File: src/rtl/nibble_serial_adder.sv
// nibble_serial_adder: W-bit adder that reuses one 4-bit ripple-carry stage, one nibble per cycle,
// with valid/ready handshakes on the operand and result sides.
module rca_4bit (
   input  logic [3:0] x,
   input  logic [3:0] y,
   input  logic       ci,
   output logic [3:0] s,
   output logic       co
);
   logic [4:0] c;
   assign c[0] = ci;
   assign co   = c[4];
   for (genvar i = 0; i < 4; i++) begin : g_fa
      assign s[i]   = x[i] ^ y[i] ^ c[i];
      assign c[i+1] = (x[i] & y[i]) | (c[i] & (x[i] ^ y[i]));
   end
endmodule

module nibble_serial_adder #(
   parameter int NIBBLES = 4
) (
   input  logic                 clk,
   input  logic                 rst,
   input  logic                 in_valid,
   output logic                 in_ready,
   input  logic [4*NIBBLES-1:0] a,
   input  logic [4*NIBBLES-1:0] b,
   input  logic                 cin,
   output logic                 out_valid,
   input  logic                 out_ready,
   output logic [4*NIBBLES-1:0] sum,
   output logic                 cout,
   output logic                 ovf
);
   localparam int W  = 4 * NIBBLES;
   localparam int IW = $clog2(NIBBLES);
   localparam logic [IW-1:0] LAST = IW'(NIBBLES - 1);
   typedef enum logic [1:0] {IDLE, ADD, DONE} state_t;
   state_t state, state_n;
   logic [W-1:0] op_a, op_b;
   logic [IW-1:0] idx;
   logic carry, co;
   logic [3:0] nib_a, nib_b, s;
   assign nib_a     = op_a[{idx, 2'b00} +: 4];
   assign nib_b     = op_b[{idx, 2'b00} +: 4];
   assign in_ready  = (state == IDLE) && !rst;
   assign out_valid = (state == DONE) && !rst;
   rca_4bit u_rca (.x(nib_a), .y(nib_b), .ci(carry), .s(s), .co(co));
   always_comb begin
      state_n = state;
      if (state == IDLE && in_valid) state_n = ADD;
      if (state == ADD && idx == LAST) state_n = DONE;
      if (state == DONE && out_ready) state_n = IDLE;
   end
   always_ff @(posedge clk) begin
      if (rst) begin
         state <= IDLE;
         op_a  <= '0;
         op_b  <= '0;
         carry <= 1'b0;
         idx   <= '0;
         sum   <= '0;
         cout  <= 1'b0;
         ovf   <= 1'b0;
      end else begin
         state <= state_n;
         if (state == IDLE && in_valid) begin
            op_a  <= a;
            op_b  <= b;
            carry <= cin;
            idx   <= '0;
         end
         if (state == ADD) begin
            sum[{idx, 2'b00} +: 4] <= s;
            carry <= co;
            // idx parks on the last nibble rather than wrapping into a second pass
            if (idx != LAST) idx <= idx + 1'b1;
            else begin
               cout <= co;
               ovf  <= (op_a[W-1] == op_b[W-1]) && (s[3] != op_a[W-1]);
            end
         end
      end
   end
endmodule

File: config.mk
export PLATFORM = sky130hd
export DESIGN_NAME = nibble_serial_adder
export DESIGN_NICKNAME = d
export VERILOG_FILES = /design/src/rtl/nibble_serial_adder.sv
export SDC_FILE = /design/constraint.sdc
export NUM_CORES = 1
export LEC_CHECK = 0
export CAP_MARGIN = 15
export CELL_PAD_IN_SITES_DETAIL_PLACEMENT = 1
export CELL_PAD_IN_SITES_GLOBAL_PLACEMENT = 1
export CORE_MARGIN = 2
export CORE_UTILIZATION = 37
export DETAILED_ROUTE_END_ITERATION = 10
export PLACE_DENSITY = 0.81
export SETUP_SLACK_MARGIN = 0.05
export SLEW_MARGIN = 20
export SYNTH_ARGS = -nofsm -noshare
export SYNTH_HDL_FRONTEND = slang
export SYNTH_SLANG_ARGS = --single-unit
File: constraint.sdc
create_clock -name clk -period 3.47 [get_ports clk]
set_input_delay 0.347 -clock clk [delete_from_list [all_inputs] [get_ports clk]]
set_output_delay 0.347 -clock clk [all_outputs]
set_load 0.01 [all_outputs]
# ---- Word level (Yosys, flattened, before mapping)
# Index checks and enable logic that the tools add are counted.
dict set report totals {
  reg_bits 55
  in_bits 37
  output_inout_bits 20
  wordCells 63
}
dict set report classes {
  n_addsub 2
  eq_ne 6
  shifts 4
  n_mux 8
  bitwise 21
  reduce_logical 13
}
# cell count
set op_table {}
lappend op_table {{$shiftx A16 B5 Y4} 2}
lappend op_table {{$bwmux W16} 1}
lappend op_table {{$shift A4 B6 Y16 const A} 1}
lappend op_table {{$shiftx A4 B6 Y16} 1}
lappend op_table {{$mux W2} 5}
lappend op_table {{$and A1 B1 Y1} 8}
lappend op_table {{$xor A1 B1 Y1} 8}
lappend op_table {{$logic_and A1 B1 Y1} 6}
lappend op_table {{$neg A4 Y6} 1}
lappend op_table {{$eq A2 B2 Y1 const B} 2}
lappend op_table {{$or A1 B1 Y1} 4}
lappend op_table {{$reduce_bool A2 Y1} 2}
lappend op_table {{$reduce_or A3 Y1} 1}
lappend op_table {{$add A2 B1 Y2 const B} 1}
lappend op_table {{$eq A2 B1 Y1 const B} 1}
lappend op_table {{$logic_not A2 Y1} 1}
lappend op_table {{$mux W1} 2}
lappend op_table {{$ne A2 B2 Y1 const B} 1}
lappend op_table {{$reduce_and A2 Y1} 1}
lappend op_table {{$reduce_or A2 Y1} 1}
lappend op_table {{$eq A1 B1 Y1} 1}
lappend op_table {{$logic_not A1 Y1} 1}
lappend op_table {{$ne A1 B1 Y1} 1}
lappend op_table {{$not A1 Y1} 1}

# ---- Logic depth before layout (Yosys ltp)
# Gate-level depths: netlist of run 1.
dict set report depth {
  word_depth 11
  depth_mapped 13
  mapped_depth_nobuf 12
}

# ---- By module
# Synthesis of run 1 repeated with hierarchy kept, for this count alone.
dict set report unflattened {
  hier_cells 289
  area_unflattened_um2 2484.9
}
# mod instances cells_each area_per_inst_um2 seq_area_each_um2
set modules_own_cells {}
lappend modules_own_cells {nibble_serial_adder 1 275 2367.3 1101.1}
lappend modules_own_cells {rca_4bit 1 14 117.6 0.0}

# ---- Least setup slack after synthesis of run 1
# No wires, ideal clock.
dict set report synth_timing {
  path_type {reg-to-reg}
  from {register idx[0]}
  to {register ovf}
  setup_time_ns 0.131
  arrival_ns 2.933
  required_ns 3.339
  setup_slack_ns 0.406
  stages_incl_launch_ff 12
  n_path_buf 2
  synth_period_minus_slack_ns 3.064
  path_cell_list {dfxtp_1 > buf_2 > buf_4 > mux4_2 > fa_1 > inv_1 > fa_1 > inv_1 > fa_1 > and3b_1 > a211oi_1 > nor3_1}
}
dict set report synth_via {
  elab_chain_len 11
  elab_cells_between_ends 21
  classes_between {2 x eq/ne; 2 x shift; 15 x bitwise; 2 x reduce/logical}
}
# item line_no
set synth_lines {}
lappend synth_lines {{start: declaration} 41} ;# logic [IW-1:0] idx;
lappend synth_lines {{start signal: assignment} 77} ;# if (idx != LAST) idx <= idx + 1'b1;
lappend synth_lines {{$shiftx A16 B5 Y4 (on tied branches)} {44, 45}}
lappend synth_lines {{$xor A1 B1 Y1} 15} ;# assign c[i+1] = (x[i] & y[i]) | (c[i] & (x[i] ^ y[i]));
lappend synth_lines {{$and A1 B1 Y1} 15}
lappend synth_lines {{$or A1 B1 Y1} 15}
lappend synth_lines {{$and A1 B1 Y1} 15}
lappend synth_lines {{$or A1 B1 Y1} 15}
lappend synth_lines {{$and A1 B1 Y1} 15}
lappend synth_lines {{$or A1 B1 Y1} 15}
lappend synth_lines {{$xor A1 B1 Y1} 14} ;# assign s[i] = x[i] ^ y[i] ^ c[i];
lappend synth_lines {{$ne A1 B1 Y1} 80} ;# ovf <= (op_a[W-1] == op_b[W-1]) && (s[3] != op_a[W-1]);
lappend synth_lines {{$logic_and A1 B1 Y1} 80}
lappend synth_lines {{end signal: assignment} 80}
lappend synth_lines {{end: declaration} 33} ;# output logic ovf
# Several ways; a longest one is shown, not always the timed one.
# A chain may end at the register's enable or synchronous reset.

# ---- Worst setup path in the final report of run 1
# Ends and elaborated chain as after synthesis.

==> results of run 1 <==
-- metrics by stage --
| step | std cells | power, mW |
|---|---|---|
| 6_report | 417 | 1.39 |
| 5_1_grt | 417 | 1.46 |
| 4_1_cts | 417 | 1.41 |
| 3_5_place_dp | 409 | 0.922 |
| 3_3_place_gp | 409 | 0.913 |
| 2_1_floorplan | 289 | 0.835 |
-- registers in the layout, indices dropped and copies added, names as in the netlist --
register  cells
op_b         16
op_a         16
idx           2
cout          1
carry         1
sum          16
ovf           1
state         2
-- per-layer routing --
metal | global-route usage | share of wire | wire, µm
met1 | 0.201 | 0.43 | 2580
met2 | 0.315 | 0.53 | 3180
met3 | 0.0295 | 0.033 | 196
met4 | 0.0597 | 0.0098 | 59
met5 | 0 | 0 | 0
-- cell usage after synthesis, drive strengths merged (4+ instances only) --
master and count:
nand2 85, dfxtp 55, a21oi 51, buf 11, inv 11, clkbuf 9, mux4 8, nand3b 8
and3b 5, ha 5, fa 4, nand3 4, nand4 4, nor2 4, nor3b 4
-- path summary, 6_finish.rpt --
path,cells after the start,end,from
setup / recovery,12,ovf,idx[0]
hold / removal,2,sum[4],sum[4]
setup reg to reg,12,ovf,idx[0]
hold reg to reg,2,sum[4],sum[4]
-- cell families after synthesis --
logic type               after synthesis
adder cells (fa/ha/maj)                9
flip-flops                            55
multiplexers                           8
buffers and inverters                 31
AND/OR/NAND/NOR                      128
AO/OA/AOI/OAI                         58
-- power breakdown --
part / switching [mW] / internal [mW] / leakage [nW] / total [mW]
sequential: 0.0244 / 0.661 / 0.450 / 0.685
clock: 0.201 / 0.288 / 0.0654 / 0.490
combinational: 0.110 / 0.109 / 0.627 / 0.219
-- final cells by class --
cell class,instances,share of cell area
repair buffers,60,0.181
clock inverters,2,0.0186
multi-input cells,203,0.392
flip-flops and latches,55,0.342
well taps,80,0.0310
inverters,11,0.0128
clock buffers,6,0.0225
-- tightest hold or removal path, cell delays in order (launching register included) --
cell and delay (ps):
dfxtp_1 320, nand2_1 50, a21oi_1 50
-- what timing repair did --
item	in CTS	in global routing
gates resized for setup	0	2
buffers inserted	0	0
setup endpoints to repair	0	1
==> impl_metrics.json, run 1 <==
{
  "max_freq_mhz": 315,
  "yosys.area_share.simple": 0.249,
  "finalWirelength_mm": 6.01,
  "cellLeakagePower_nw": 1.14,
  "status": "finished clean",
  "area_growth_pct": 28.6,
  "mostFrequentLayoutCell": "nand2_1",
  "max_stage_delay_ps": 630,
  "clock-sinks": 55,
  "hold_violations": 0,
  "seq_area_um2": 1100,
  "cp_max_fo": 7,
  "drive_above_1_share": 0.0801,
  "cts_max_level": 2,
  "ys_seq_area_frac": 0.438,
  "grt_max_degree": 37,
  "fin_skew_ps": 9.39,
  "grt-ovfl-total": 0,
  "multi_input_area_um2": 1270,
  "drt-initial-drc-count": 91,
  "start_util": 0.376,
  "cts_buffer_depth": 2,
  "hold_path_class": "reg -> reg",
  "async_reset_ff_frac": 0,
  "synth.distinct_cells": 34,
  "synth_xor_area_frac": 0,
  "io_pins": 57,
  "setup-violations-final": 0,
  "synthAdderAreaFrac": 0.0568,
  "setup_tns_ps": 0,
  "dpl_cell_area_um2": 3090,
  "via_per_inst": 5.14,
  "syn-num-nets": 335,
  "drv_slew": 0,
  "wl_per_cell_um": 14.4,
  "synth_flop_cell": "dfxtp_1",
  "start_kind": "flip-flop",
  "ant_nets": 0,
  "yosys.area.top_type_share": 0.438,
  "syn_area_um2": 2510,
  "peakVddDrop_mv": 0.196,
  "layout_common_cells": "85 x nand2_1, 55 x clkdlybuf4s50_1, 54 x dfxtp_1, 51 x a21oi_1, 10 x inv_1",
  "first_pass_iters": 4,
  "rsz0062_at_grt": "no",
  "hold_ws_ps": 453,
  "ys_ff_latch": 55,
  "synth_top_family_by_area": "simple AND/OR/NAND/NOR gates",
  "antenna_found_initial": 0,
  "crit_type": "reg -> reg",
  "nets": 382,
  "path_delay_family": "adder cells",
  "die_area_um2": 7460,
  "clkTransAtPathRegs_ps": 100,
  "core_area_um2": 6680,
  "synth_compound_area_frac": 0.124,
  "synthCells": 289,
  "clock_latency_ps": 310,
  "die_h_um": 86.4,
  "period_share": 0.914,
  "gp_congestion": 0.812,
  "cts_buffers": 5,
  "yosys-top-cells-area": "dfxtp_1 44%, nand2_1 13%, a21oi_1 10%",
  "cap_violations": 0,
  "dp_slack_ps": 124,
  "die-width_um": 86.4,
  "maxSlewHeadroom": 0.516,
  "crit_buf_inv": 4,
  "crit_slowest_cell": "fa_1",
  "grt_use_total": 0.172,
  "grt_pass1_wl_mm": 10.1,
  "cts_tree": "built",
  "ctsHoldBuffers": 0,
  "crit_chain": "mux4_2 -> inv_1 -> fa_1 -> inv_1 -> fa_1 -> inv_1 -> fa_1 -> inv_1 -> fa_1 -> and3b_1 -> a211oi_1 -> nor3_1",
  "power_density_nw_per_um2": 431,
  "syn_area_per_cell_um2": 8.69,
  "first_global_vias": 2187,
  "drc": 0,
  "setup_slack_ps": 300,
  "port_buffers": 56,
  "nFillCells": 791,
  "vias": 2143,
  "synth_mux_area_frac": 0.0717,
  "postLayoutCellArea_um2": 3230,
  "row_count": 30,
  "synth-edff-count": 0,
  "dpl.hpwl_mm": 4.52,
  "min_period_ps": 3170,
  "r2r_slack_ps": 300,
  "post-route-util": 0.484,
  "antenna_cells": 0,
  "endpoint_kind": "flip-flop",
  "cp.arrival_ps": 3360,
  "synth_warnings": 0,
  "max_slew.worst_pin.slew_ps": 726,
  "synth_top_cell_by_area": "dfxtp_1",
  "crit_required_ps": 3660,
  "cts_root_buf": "clkbuf_8"
}
No activity file was read; power rests on OpenSTA's default activity.
==> run 2, diff against run 1 <==
--- a/config.mk
+++ b/config.mk
@@ -13,6 +13,7 @@
 export DETAILED_ROUTE_END_ITERATION = 10
 export PLACE_DENSITY = 0.81
 export SETUP_SLACK_MARGIN = 0.05
+export SKIP_CTS_REPAIR_TIMING = 1
 export SLEW_MARGIN = 20
 export SYNTH_ARGS = -nofsm -noshare
 export SYNTH_HDL_FRONTEND = slang
==> results of run 2 <==
Same layout as run 1: the final DEF is identical, and so are final timing and power.
